--- src/rtl/bitty_pkg.sv ---
// bitty_pkg: shared definitions for the BittyPro control unit.
//   state_t    - sequencer states
//   FMT_*      - instruction format codes
//   MUX_SEL_C  - operand mux code that selects the C register
//   *_HI/_LO   - instruction field bit positions (16-bit layout)
package bitty_pkg;

    typedef enum logic [2:0] {
        IDLE   = 3'd0,
        LOAD_S = 3'd1,
        EXEC   = 3'd2,
        WB     = 3'd3,
        ERR    = 3'd4
    } state_t;

    localparam logic [1:0] FMT_ALU = 2'b00;
    localparam logic [1:0] FMT_CMP = 2'b01;

    localparam logic [3:0] MUX_SEL_C = 4'd8;

    localparam int RX_HI         = 15;
    localparam int RX_LO         = 13;
    localparam int RY_HI         = 12;
    localparam int RY_LO         = 10;
    localparam int MODE_BIT      = 9;
    localparam int SEL_HI        = 8;
    localparam int SEL_LO        = 5;
    localparam int USE_CARRY_BIT = 4;
    localparam int FMT_HI        = 1;
    localparam int FMT_LO        = 0;

endpackage

--- src/rtl/bitty_decoder.sv ---
// bitty_decoder: combinational field extraction from a latched instruction.
//   instr     in  INSTR_W  instruction word
//   rx, ry    out 3        destination/operand A, operand B register indices
//   mode      out 1        ALU mode (1 = logic, 0 = arithmetic)
//   sel       out 4        ALU function select
//   use_carry out 1        chain the stored carry into the ALU
//   fmt       out 2        format code
//   illegal   out 1        format is neither ALU op nor compare
module bitty_decoder
    import bitty_pkg::*;
#(
    parameter int INSTR_W = 16
) (
    input  logic [INSTR_W-1:0] instr,
    output logic [2:0]         rx,
    output logic [2:0]         ry,
    output logic               mode,
    output logic [3:0]         sel,
    output logic               use_carry,
    output logic [1:0]         fmt,
    output logic               illegal
);

    assign rx        = instr[RX_HI:RX_LO];
    assign ry        = instr[RY_HI:RY_LO];
    assign mode      = instr[MODE_BIT];
    assign sel       = instr[SEL_HI:SEL_LO];
    assign use_carry = instr[USE_CARRY_BIT];
    assign fmt       = instr[FMT_HI:FMT_LO];
    assign illegal   = (fmt != FMT_ALU) && (fmt != FMT_CMP);

    // Bits [3:2] are reserved and deliberately ignored.
    logic unused_reserved;
    assign unused_reserved = ^instr[3:2];

endmodule

--- src/rtl/bitty_control_unit.sv ---
// bitty_control_unit: multi-cycle sequencer for the BittyPro datapath.
//   clk, reset            clock, asynchronous active-high reset
//   instr_valid/instr     instruction offer; instr_ready high only in IDLE
//   mux_sel               operand mux (0-7 = R0-R7, 8 = C register)
//   en_s, en_c, en_reg    S load, C load, one-hot register-file write
//   alu_sel/mode/carry_in ALU controls, driven only in EXEC
//   alu_carry_out         ALU carry result, captured for arithmetic ops
//   alu_compare           ALU equality result, captured for compares
//   carry_flag            stored carry
//   compare_flag          stored compare result
//   done, err             one-cycle completion / illegal-format pulses
//
// Handshake: an instruction transfers on a rising edge where
// instr_valid && instr_ready. instr is sampled only on that edge and may
// change freely while instr_ready is low. instr_ready is high exactly
// when the sequencer is in IDLE, so a held instr_valid is accepted in the
// first IDLE cycle after completion.
module bitty_control_unit
    import bitty_pkg::*;
#(
    parameter int INSTR_W  = 16,
    parameter int NUM_REGS = 8
) (
    input  logic                clk,
    input  logic                reset,
    input  logic                instr_valid,
    input  logic [INSTR_W-1:0]  instr,
    output logic                instr_ready,
    output logic [3:0]          mux_sel,
    output logic                en_s,
    output logic                en_c,
    output logic [NUM_REGS-1:0] en_reg,
    output logic [3:0]          alu_sel,
    output logic                alu_mode,
    output logic                alu_carry_in,
    input  logic                alu_carry_out,
    input  logic                alu_compare,
    output logic                carry_flag,
    output logic                compare_flag,
    output logic                done,
    output logic                err
);

    state_t             state_q, state_d;
    logic [INSTR_W-1:0] ir_q;

    logic [2:0] rx, ry;
    logic [3:0] sel;
    logic [1:0] fmt;
    logic       mode, use_carry, illegal;

    bitty_decoder #(.INSTR_W(INSTR_W)) u_decoder (
        .instr     (ir_q),
        .rx        (rx),
        .ry        (ry),
        .mode      (mode),
        .sel       (sel),
        .use_carry (use_carry),
        .fmt       (fmt),
        .illegal   (illegal)
    );

    // The branch out of IDLE must look at the incoming word, since the
    // instruction register is only loaded on that same edge.
    logic [1:0] fmt_in;
    assign fmt_in = instr[FMT_HI:FMT_LO];

    always_ff @(posedge clk or posedge reset) begin
        if (reset) begin
            state_q <= IDLE;
            ir_q    <= '0;
        end else begin
            state_q <= state_d;
            if (state_q == IDLE && instr_valid) begin
                ir_q <= instr;
            end
        end
    end

    // Flags change on the edge that ends EXEC. Logic-mode ALU ops leave
    // the carry untouched so a carry chain survives interleaved logic ops.
    always_ff @(posedge clk or posedge reset) begin
        if (reset) begin
            carry_flag   <= 1'b0;
            compare_flag <= 1'b0;
        end else if (state_q == EXEC) begin
            if (fmt == FMT_ALU && !mode) begin
                carry_flag <= alu_carry_out;
            end else if (fmt == FMT_CMP) begin
                compare_flag <= alu_compare;
            end
        end
    end

    always_comb begin
        state_d      = state_q;
        instr_ready  = 1'b0;
        mux_sel      = 4'd0;
        en_s         = 1'b0;
        en_c         = 1'b0;
        en_reg       = '0;
        alu_sel      = 4'd0;
        alu_mode     = 1'b0;
        alu_carry_in = 1'b0;
        done         = 1'b0;
        err          = 1'b0;

        case (state_q)
            IDLE: begin
                instr_ready = 1'b1;
                if (instr_valid) begin
                    if (fmt_in == FMT_ALU || fmt_in == FMT_CMP) begin
                        state_d = LOAD_S;
                    end else begin
                        state_d = ERR;
                    end
                end
            end
            LOAD_S: begin
                mux_sel = {1'b0, rx};
                en_s    = 1'b1;
                state_d = EXEC;
            end
            EXEC: begin
                mux_sel      = {1'b0, ry};
                alu_sel      = sel;
                alu_mode     = mode;
                alu_carry_in = use_carry & carry_flag;
                if (fmt == FMT_ALU) begin
                    en_c    = 1'b1;
                    state_d = WB;
                end else begin
                    done    = 1'b1;
                    state_d = IDLE;
                end
            end
            WB: begin
                mux_sel    = MUX_SEL_C;
                en_reg[rx] = 1'b1;
                done       = 1'b1;
                state_d    = IDLE;
            end
            ERR: begin
                err     = 1'b1;
                state_d = IDLE;
            end
            default: begin
                state_d = IDLE;
            end
        endcase

        // EXEC is only reachable from a legal format; illegal is kept for
        // observability of the decoded word and has no control effect here.
        if (illegal && state_q == EXEC) begin
            state_d = IDLE;
        end
    end

endmodule
--- config.mk ---
export PLATFORM = sky130hd
export DESIGN_NAME = bitty_control_unit
export DESIGN_NICKNAME = d
export VERILOG_FILES = /design/src/rtl/bitty_pkg.sv /design/src/rtl/bitty_decoder.sv /design/src/rtl/bitty_control_unit.sv
export SDC_FILE = /design/constraint.sdc
export NUM_CORES = 1
export LEC_CHECK = 0
export CORE_ASPECT_RATIO = 1.25
export CORE_MARGIN = 2
export CORE_UTILIZATION = 40
export DETAILED_ROUTE_END_ITERATION = 7
export PLACE_DENSITY = 0.78
export REMOVE_ABC_BUFFERS = 1
export SYNTH_ARGS = -nofsm -noshare
export SYNTH_HDL_FRONTEND = slang
export SYNTH_SLANG_ARGS = --single-unit
--- constraint.sdc ---
create_clock -name clk -period 1.91 [get_ports clk]
set_clock_uncertainty 0.1 [all_clocks]
set_input_delay 0.382 -clock clk [delete_from_list [all_inputs] [get_ports clk]]
set_output_delay 0.382 -clock clk [all_outputs]
set_load 0.05 [all_outputs]
==> impl_metrics.py <==
metrics = {
    "floorplanning": {
        "rows": 20,
        "die_h_microns": 60.0,
        "core_area_sq_um": 2400,
        "die_area_sq_um": 2920,
        "start_util": 0.417,
        "pin_count": 46,
        "die_w_microns": 48.8,
    },
    "worst_setup_path": {
        "cp_cell_sequence": "and3b_2, nand2b_4, nor3_4, buf_12",
        "worstSetupStartpointType": "flip-flop",
        "critPathKind": "flip-flop to primary output",
        "cp_data_required_time_ns": 1.43,
        "reg2regPathDepth": 5,
        "cp_slowest_stage_delay_ns": 0.45,
        "slowest_stage": "dfrtp_1",
        "cp.arrival_ns": 1.59,
        "cp_max_fo": 4,
        "end_kind": "primary output",
    },
    "power_and_ir_drop": {
        "power_density_nw_per_um2": 1640,
        "power_switching_uw": 1360,
        "total_power_uw": 3100,
        "leakagePower_uw": 0.000807,
        "p_sw_frac": 0.440,
        "internal_power_uw": 1740,
        "combPwrFrac": 0.661,
        "peakVddDrop_uv": 971,
        "power.share.sequential": 0.269,
        "pwr-share-clk": 0.070,
    },
    "logic_synthesis": {
        "post-synth-top-count-cell": "dfrtp_1",
        "avgSynthCellArea_sq_um": 12.5,
        "yosysTopAreaCell": "dfrtp_1",
        "ys_warn_count": 0,
        "async_flop_share": 1.00,
        "synth_top_area_share": 0.474,
        "synthTopCellsByCount": "dfrtp_1, mux2_4, nor2_1",
        "seq_area_frac_synth": 0.474,
        "synth_edf_count": 0,
        "syn_area_sq_um": 1000,
        "syn_inst": 80,
        "ys_top_cells_by_area": "dfrtp_1, mux2_4, mux2_2",
        "yosysUniqueCellTypes": 26,
        "ys.flop_type": "dfrtp_1",
        "ys_ff_latch": 19,
    },
    "timing": {
        "tightest_slew_ns": 0.343,
        "tns_ns": -2.10,
        "period_minus_slack_ns": 2.07,
        "drv_slew": 0,
        "timing.final.ws_setup_ns": -0.158,
        "grt_setup_unrepaired": "true",
        "final-hold-violation-count": 0,
        "max_freq_ghz": 0.483,
        "setup_viol": 21,
        "period_share": 1.08,
        "slew_headroom": 0.771,
    },
    "clocking": {
        "cts_made_buffers": 3,
        "ctsHoldBuffers": 0,
        "cts_buffer_depth": 2,
        "root_buffer": "clkbuf_4",
        "cts_tree": "built",
        "htree_levels": 1,
        "path_clk_slew_ns": 0.12,
        "clkLatencyLatePin_ns": 0.31,
        "cts.sinks": 19,
    },
    "finish": {
        "drive_above_1_share": 0.593,
        "synthToLayoutAreaGrowth_pct": 88.9,
        "n_fill_cell": 151,
        "fin_nets": 157,
        "diodes": 0,
        "final_util": 0.788,
    },
    "routing": {
        "vias": 829,
        "postRouteAntennaNets": 0,
        "wl_per_cell_microns": 16.8,
        "drt_iter0_drc": 4,
        "route.detailed.drc": 0,
        "viasPerCell": 4.93,
        "totalWireLength_microns": 2820,
        "drtPass1Iterations": 4,
    },
    "global_route": {
        "antenna_found_initial": 0,
        "grt_max_degree": 20,
        "grt_pass1_wl_microns": 4260,
        "track_usage": 0.197,
        "grt_pass1_vias": 862,
        "grt.overflow.total": 0,
    },
    "place": {
        "numPortBuffers": 43,
        "place_hpwl_microns": 1840,
        "gp_congestion": 0.781,
    },
    "job": {
        "maxCapViolCount": 0,
    },
    "run_status": {
        "violations": "setup timing",
        "status": "finished, violations left",
    },
    "worst_hold_path": {
        "worst_hold_path_type": "input pin to asynchronous set/reset pin",
    },
}
power groups by stage:
stage	clock, uW	sequential (uW)	combinational (uW)
floorplan	0	832	989
global placement	0	762	1860
detailed placement	0	776	1890
CTS	216	794	1990
global route	242	868	2130
finish	216	835	2050
final timing paths:
path / start / slack [ns] / endpoint
worst min register to register: ir_q[8] / 0.42 / ir_q[8]
worst max-delay path: state_q[2] / -0.16 / en_reg[0]
max in group asynchronous: reset / 1.22 / state_q[0]
worst min-delay path: reset / 0.27 / ir_q[11]
min in group clk: ir_q[8] / 0.42 / ir_q[8]
worst max register to register: state_q[1] / 0.10 / ir_q[12]
cell families (layout without fill, tap and decap cells):
kind of cell    count (synthesis)  after routing  share of synthesized area
compound gates                  6              6                     0.0462
flops                          19             19                      0.474
simple gates                   35             35                      0.222
buf+inv                         4             59                     0.0399
mux                            16             16                      0.217
flip-flops by register name, indices dropped and copies added (netlist names):
register and flops:
carry_flag 1, state_q 3, compare_flag 1, ir_q 14
area by class of cell:
cell class              instances  area, sq um  share of cell area
inverters                       1         3.75             0.00198
multi-input cells              57          594               0.314
well taps                      33         41.3              0.0218
clock inverters                 1         5.00             0.00264
repair buffers                 54          749               0.396
flip-flops and latches         19          477               0.252
clock buffers                   3         22.5              0.0119
cell usage in the layout (no fill, tap or decap), types with 2 or more instances in the layout:
cell type and instances:
and2_1 2, a22o_1 3, nand2b_1 3, mux2_2 5, buf_4 10, nor3_1 3, and2_4 4, buf_12 23
nor3b_4 3, nor2_2 2, nor3_4 2, dfrtp_1 18, nor2_4 4, nand2_1 2, o21a_1 2, clkdlybuf4s50_1 18
mux2_4 10, clkbuf_4 3, buf_6 3
repair_timing:
action                                  in CTS  in global routing
resized for setup                           18                 14
endpoints found under the setup margin      21                 21
pin swaps                                   12                  3
buffers inserted                             1                  2
gates cloned                                 0                  0
worst max-delay path: cells and delay by family (launching register included):
| kind | cells | cell delay [ns] |
|---|---|---|
| simple gates | 3 | 0.66 |
| flops | 1 | 0.45 |
| buf+inv | 1 | 0.16 |
per-stage QoR:
step	worst slack, ns	std cells	instance area [sq um]	hold WS [ns]
3_3_place_gp	0.127	162	1730	0.387
6_report	-0.158	168	1890	0.270
2_1_floorplan	-0.656	77	966	0.233
5_1_grt	-0.230	168	1890	0.307
3_5_place_dp	0.103	162	1730	0.391
4_1_cts	-0.115	167	1830	0.284
routing by layer:
metal  vias up  GRT usage  wire (microns)
met2        18      0.352            1680
li1        392          -               -
met4         0     0.0816              31
met5         -          0               0
met1       415      0.235            1020
met3         4     0.0350              89
Note: power is estimated with default switching activity, not from simulation.
==> variant 1 (config.mk and constraints unchanged) <==
Re-encode `state_t` (5 states) as one-hot, 5 bits wide.
--- a/src/rtl/bitty_pkg.sv
+++ b/src/rtl/bitty_pkg.sv
@@ -7,8 +7,8 @@
 
-    typedef enum logic [2:0] {
-        IDLE   = 3'd0,
-        LOAD_S = 3'd1,
-        EXEC   = 3'd2,
-        WB     = 3'd3,
-        ERR    = 3'd4
+    typedef enum logic [4:0] {
+        IDLE   = 5'b00001,
+        LOAD_S = 5'b00010,
+        EXEC   = 5'b00100,
+        WB     = 5'b01000,
+        ERR    = 5'b10000
     } state_t;
Formal check against the unedited RTL: same outputs for any inputs over 10 cycles, from zero or initial values and one cycle with reset high; not proved beyond that.
==> variant 1 against the original RTL <==
- the run still ends with setup timing left
- synthesized area up 8.1%
- critical path depth up 1
- register-to-register slack worse by 0.24 ns
- highest routed layer unchanged
- worst setup slack worse by 0.16 ns
- largest cell class unchanged
- wire length up 19%
- cell area up 16%
- fmax down 7.1%
- sequential cell count up 2
Power is not compared: it rests on default switching activity, and its combinational part moved more than twofold at a synthesized area within 25%.
==> variant 1: results <==
set metrics [dict create \
    grtUsageMet2_pct 38.8 \
    grt_pass1_vias 1076 \
    die-area_sq_um 3140 \
    inv_count 1 \
    use_met3_pct 4.33 \
    syn_avg_cell_area_sq_um 12.0 \
    synth-seq-cells 21 \
    synth_cell_types 30 \
    finalWeightedCongestion 0.826 \
    bufAreaShareNonClock_pct 39.8 \
    endpoint "alu_carry_in" \
    grtUsageTotal_pct 21.4 \
    dr_wl_met3_um 147 \
    sh_seq_area_pct 24.1 \
    dp_cells 177 \
    worst_slack_ns -0.317 \
    muxShareOfSynthArea_pct 19.4 \
    dpl_cell_area_sq_um 1870 \
    synthTopCellsByArea "dfrtp_1, mux2_4, mux2_2" \
    r2r_slack_ns -0.14 \
    post-place-ws_ns -0.0145 \
    fin_setup_tns_ns -7.08 \
    grt_pass1_wl_um 5200 \
    drtIter0Drc 15 \
    worst_hold_slack_ns 0.275 \
    r2r_cells 6 \
    crit_start "state_q[1]$_DFFE_PP0P_" \
    use_met1_pct 25.0 \
    top_regs "ir_q: 14 flops, state_q: 5 flops" \
    dr_wl_met2_um 1860 \
    cp_data_arrival_time_ns 1.74 \
    clock_latency_ns 0.31 \
    violations "setup timing" \
    grt_max_degree 22 \
    first_pass_iters 4 \
    setup_viol 37 \
    synth_commonest_cells "dfrtp_1, mux2_2, mux2_4, and2_1, nor2_1" \
    worst_slew_pin_slew_ns 0.406 \
    ys_seq_area_share_pct 48.6 \
    routed_wl_um 3360 \
    dp_hpwl_um 1990 \
    cp_max_fo 5 \
    clk_share_pct 1.37 \
    outcome "finished, violations left" \
    num-multi-input-gates 65 \
    drive_gt1_share_pct 64.7 \
    ys_warn_count 0 \
    multi_input_comb_area_sq_um 716 \
    wl_met1_um 1290 \
    rr_endpoint "ir_q[15]$_DFFE_PP0P_" \
    fillers 144 \
    fin_area_sq_um 2190 \
    stdcell_count 190 \
    synth_compound_area_share_pct 4.27 \
    n_all_buffers 65 \
    vias_per_cell 5.32 \
]
[variant 1: cell count changes after synthesis, moves of 2 or more]
cell     change
and2_1       +2
mux2_2       +3
mux2_4       -2
nor3b_2      -3
nor4_1       +2
nor4b_1      +2
o21a_1       -2
[variant 1: what timing repair did]
| item | in CTS | in global routing |
|---|---|---|
| setup endpoints to repair | 23 | 38 |
| pin swaps | 12 | 9 |
| gates resized for setup | 38 | 14 |
| cloned | 1 | 1 |
| hold buffers | 0 | 0 |
| setup buffers | 5 | 5 |
[variant 1: report_power, final]
group          leakage [nW]  internal (mW)  total (mW)  switching [mW]
sequential            0.255          0.586       0.731           0.145
combinational         0.682          0.456       0.775           0.319
clock                0.0139         0.0801       0.221           0.141
total                 0.951           1.12        1.73           0.606
[variant 1: logic make-up (layout without fill, tap and decap cells)]
family | after synthesis | in the layout
compound gates | 6 | 6
buf+inv | 4 | 70
flops | 21 | 21
mux | 16 | 16
simple gates | 43 | 43
==> variant 2 (config.mk and constraints unchanged) <==
Made on the original files. Register the output `err`, cleared by the reset; this adds one clock of latency there. The other outputs are not delayed to match. Comments in the files are not updated.
--- a/src/rtl/bitty_control_unit.sv
+++ b/src/rtl/bitty_control_unit.sv
@@ -42,2 +42,4 @@
 );
+
+    logic err_d;
 
@@ -105,3 +107,3 @@
         done         = 1'b0;
-        err          = 1'b0;
+        err_d        = 1'b0;
 
@@ -143,3 +145,3 @@
             ERR: begin
-                err     = 1'b1;
+                err_d   = 1'b1;
                 state_d = IDLE;
@@ -158,2 +160,10 @@
 
+    always_ff @(posedge clk or posedge reset) begin
+        if (reset) begin
+            err <= '0;
+        end else begin
+            err <= err_d;
+        end
+    end
+
 endmodule
Check against the original RTL: not equivalent (Yosys sat finds a counterexample within 4 cycles, from zero or initial values and one cycle with reset high).
==> variant 2 against the original RTL <==
- the flow still finishes with violations (setup timing)
- die area up 2.3%
- worst setup slack got worse by 0.011 ns
- synthesized area up 2.5%
- via count is 4.2% higher
- wire length grew 0.43%
- core utilization increased by 1.8 points
- sequential cell count up 1
- clock power up 14%
- cell area increased by 3.3%
- synthesized cell count increased by 1.3%
- hold slack improved by 0.052 ns
- total power grew 3.1%
- critical path type unchanged
- critical endpoint is now mux_sel[0]
- largest power group unchanged
==> variant 2: results <==
set metrics [dict create \
    outcome "finished, violations left" \
    violations "setup timing" \
    drtIter0Drc 10 \
    synthTopCellsByArea "dfrtp_1, mux2_4, mux2_2" \
    dr_wl_met3_um 178 \
    synth_compound_area_share_pct 4.51 \
    synth_commonest_cells "dfrtp_1, mux2_4, nor2_1" \
    vias_per_cell 5.02 \
    cp_max_fo 7 \
    use_met3_pct 5.91 \
    routed_wl_um 2830 \
    grt_pass1_vias 903 \
    route.top_layer_used "met4" \
    setup_viol 21 \
    worst_slack_ns -0.169 \
    slew_headroom_pct 73.2 \
    internal_power_mw 1.82 \
    dp_hpwl_um 1940 \
    grt_max_degree 21 \
    grt_pass1_wl_um 4130 \
    muxShareOfSynthArea_pct 21.2 \
    p_leak_nw 0.853 \
    grtUsageTotal_pct 18.7 \
    ys_seq_area_share_pct 48.7 \
    power_density_nw_per_um2 1640 \
    dr_wl_met2_um 1570 \
    powerClk_uw 246 \
    grtUsageMet2_pct 35.5 \
    num-nets-final 161 \
    dpl_cell_area_sq_um 1740 \
    wl_met1_um 1030 \
    comb_power_share_pct 65.1 \
]
[variant 2: timing repair]
item / in CTS / in global routing
buffers inserted: 3 / 3
endpoints found under the hold margin: 0 / 0
resized for setup: 21 / 12
setup endpoints to repair: 19 / 22
pin swaps: 11 / 7
[variant 2: cell families (layout without fill, tap and decap cells)]
group           count (synthesis)  count (layout)
compound gates                  6               6
buf+inv                         4              62
flops                          20              20
simple gates                   35              35
mux                            16              16
[variant 2: through the flow]
step                instances  hold WS [ns]  setup slack (ns)
global route              172         0.345            -0.279
detailed placement        162         0.387            0.0533
finish                    172         0.322            -0.169
global placement          162         0.386             0.116
floorplan                  78         0.246            -0.656
CTS                       169         0.334            -0.149
[variant 2: path summary, 6_finish.rpt]
check / startpoint / endpoint / slack, ns / cells past startpoint
min in group clk: compare_flag$_DFFE_PP0P_ / compare_flag$_DFFE_PP0P_ / 0.42 / 1
worst min register to register: compare_flag$_DFFE_PP0P_ / compare_flag$_DFFE_PP0P_ / 0.42 / 1
worst min-delay path: reset / ir_q[0]$_DFFE_PP0P_ / 0.32 / 3
max in group asynchronous: reset / state_q[2]$_DFFE_PP0P_ / 1.16 / 3
worst max register to register: state_q[2]$_DFFE_PP0P_ / ir_q[14]$_DFFE_PP0P_ / 0.16 / 4
worst max-delay path: state_q[2]$_DFFE_PP0P_ / mux_sel[0] / -0.17 / 4
[variant 2: area by class of cell]
cell class / count / area [sq um] / area share, %
well taps: 33 / 41.3 / 2.11
flip-flops and latches: 20 / 502 / 25.7
multi-input cells: 57 / 617 / 31.5
clock buffers: 4 / 36.3 / 1.86
inverters: 1 / 3.75 / 0.192
repair buffers: 57 / 756 / 38.6
[variant 2: worst max-delay path: stages (launching register included)]
cell and delay [ns]:
dfrtp_2 0.46, nor3b_4 0.28, buf_6 0.18, a22o_1 0.21, buf_12 0.15
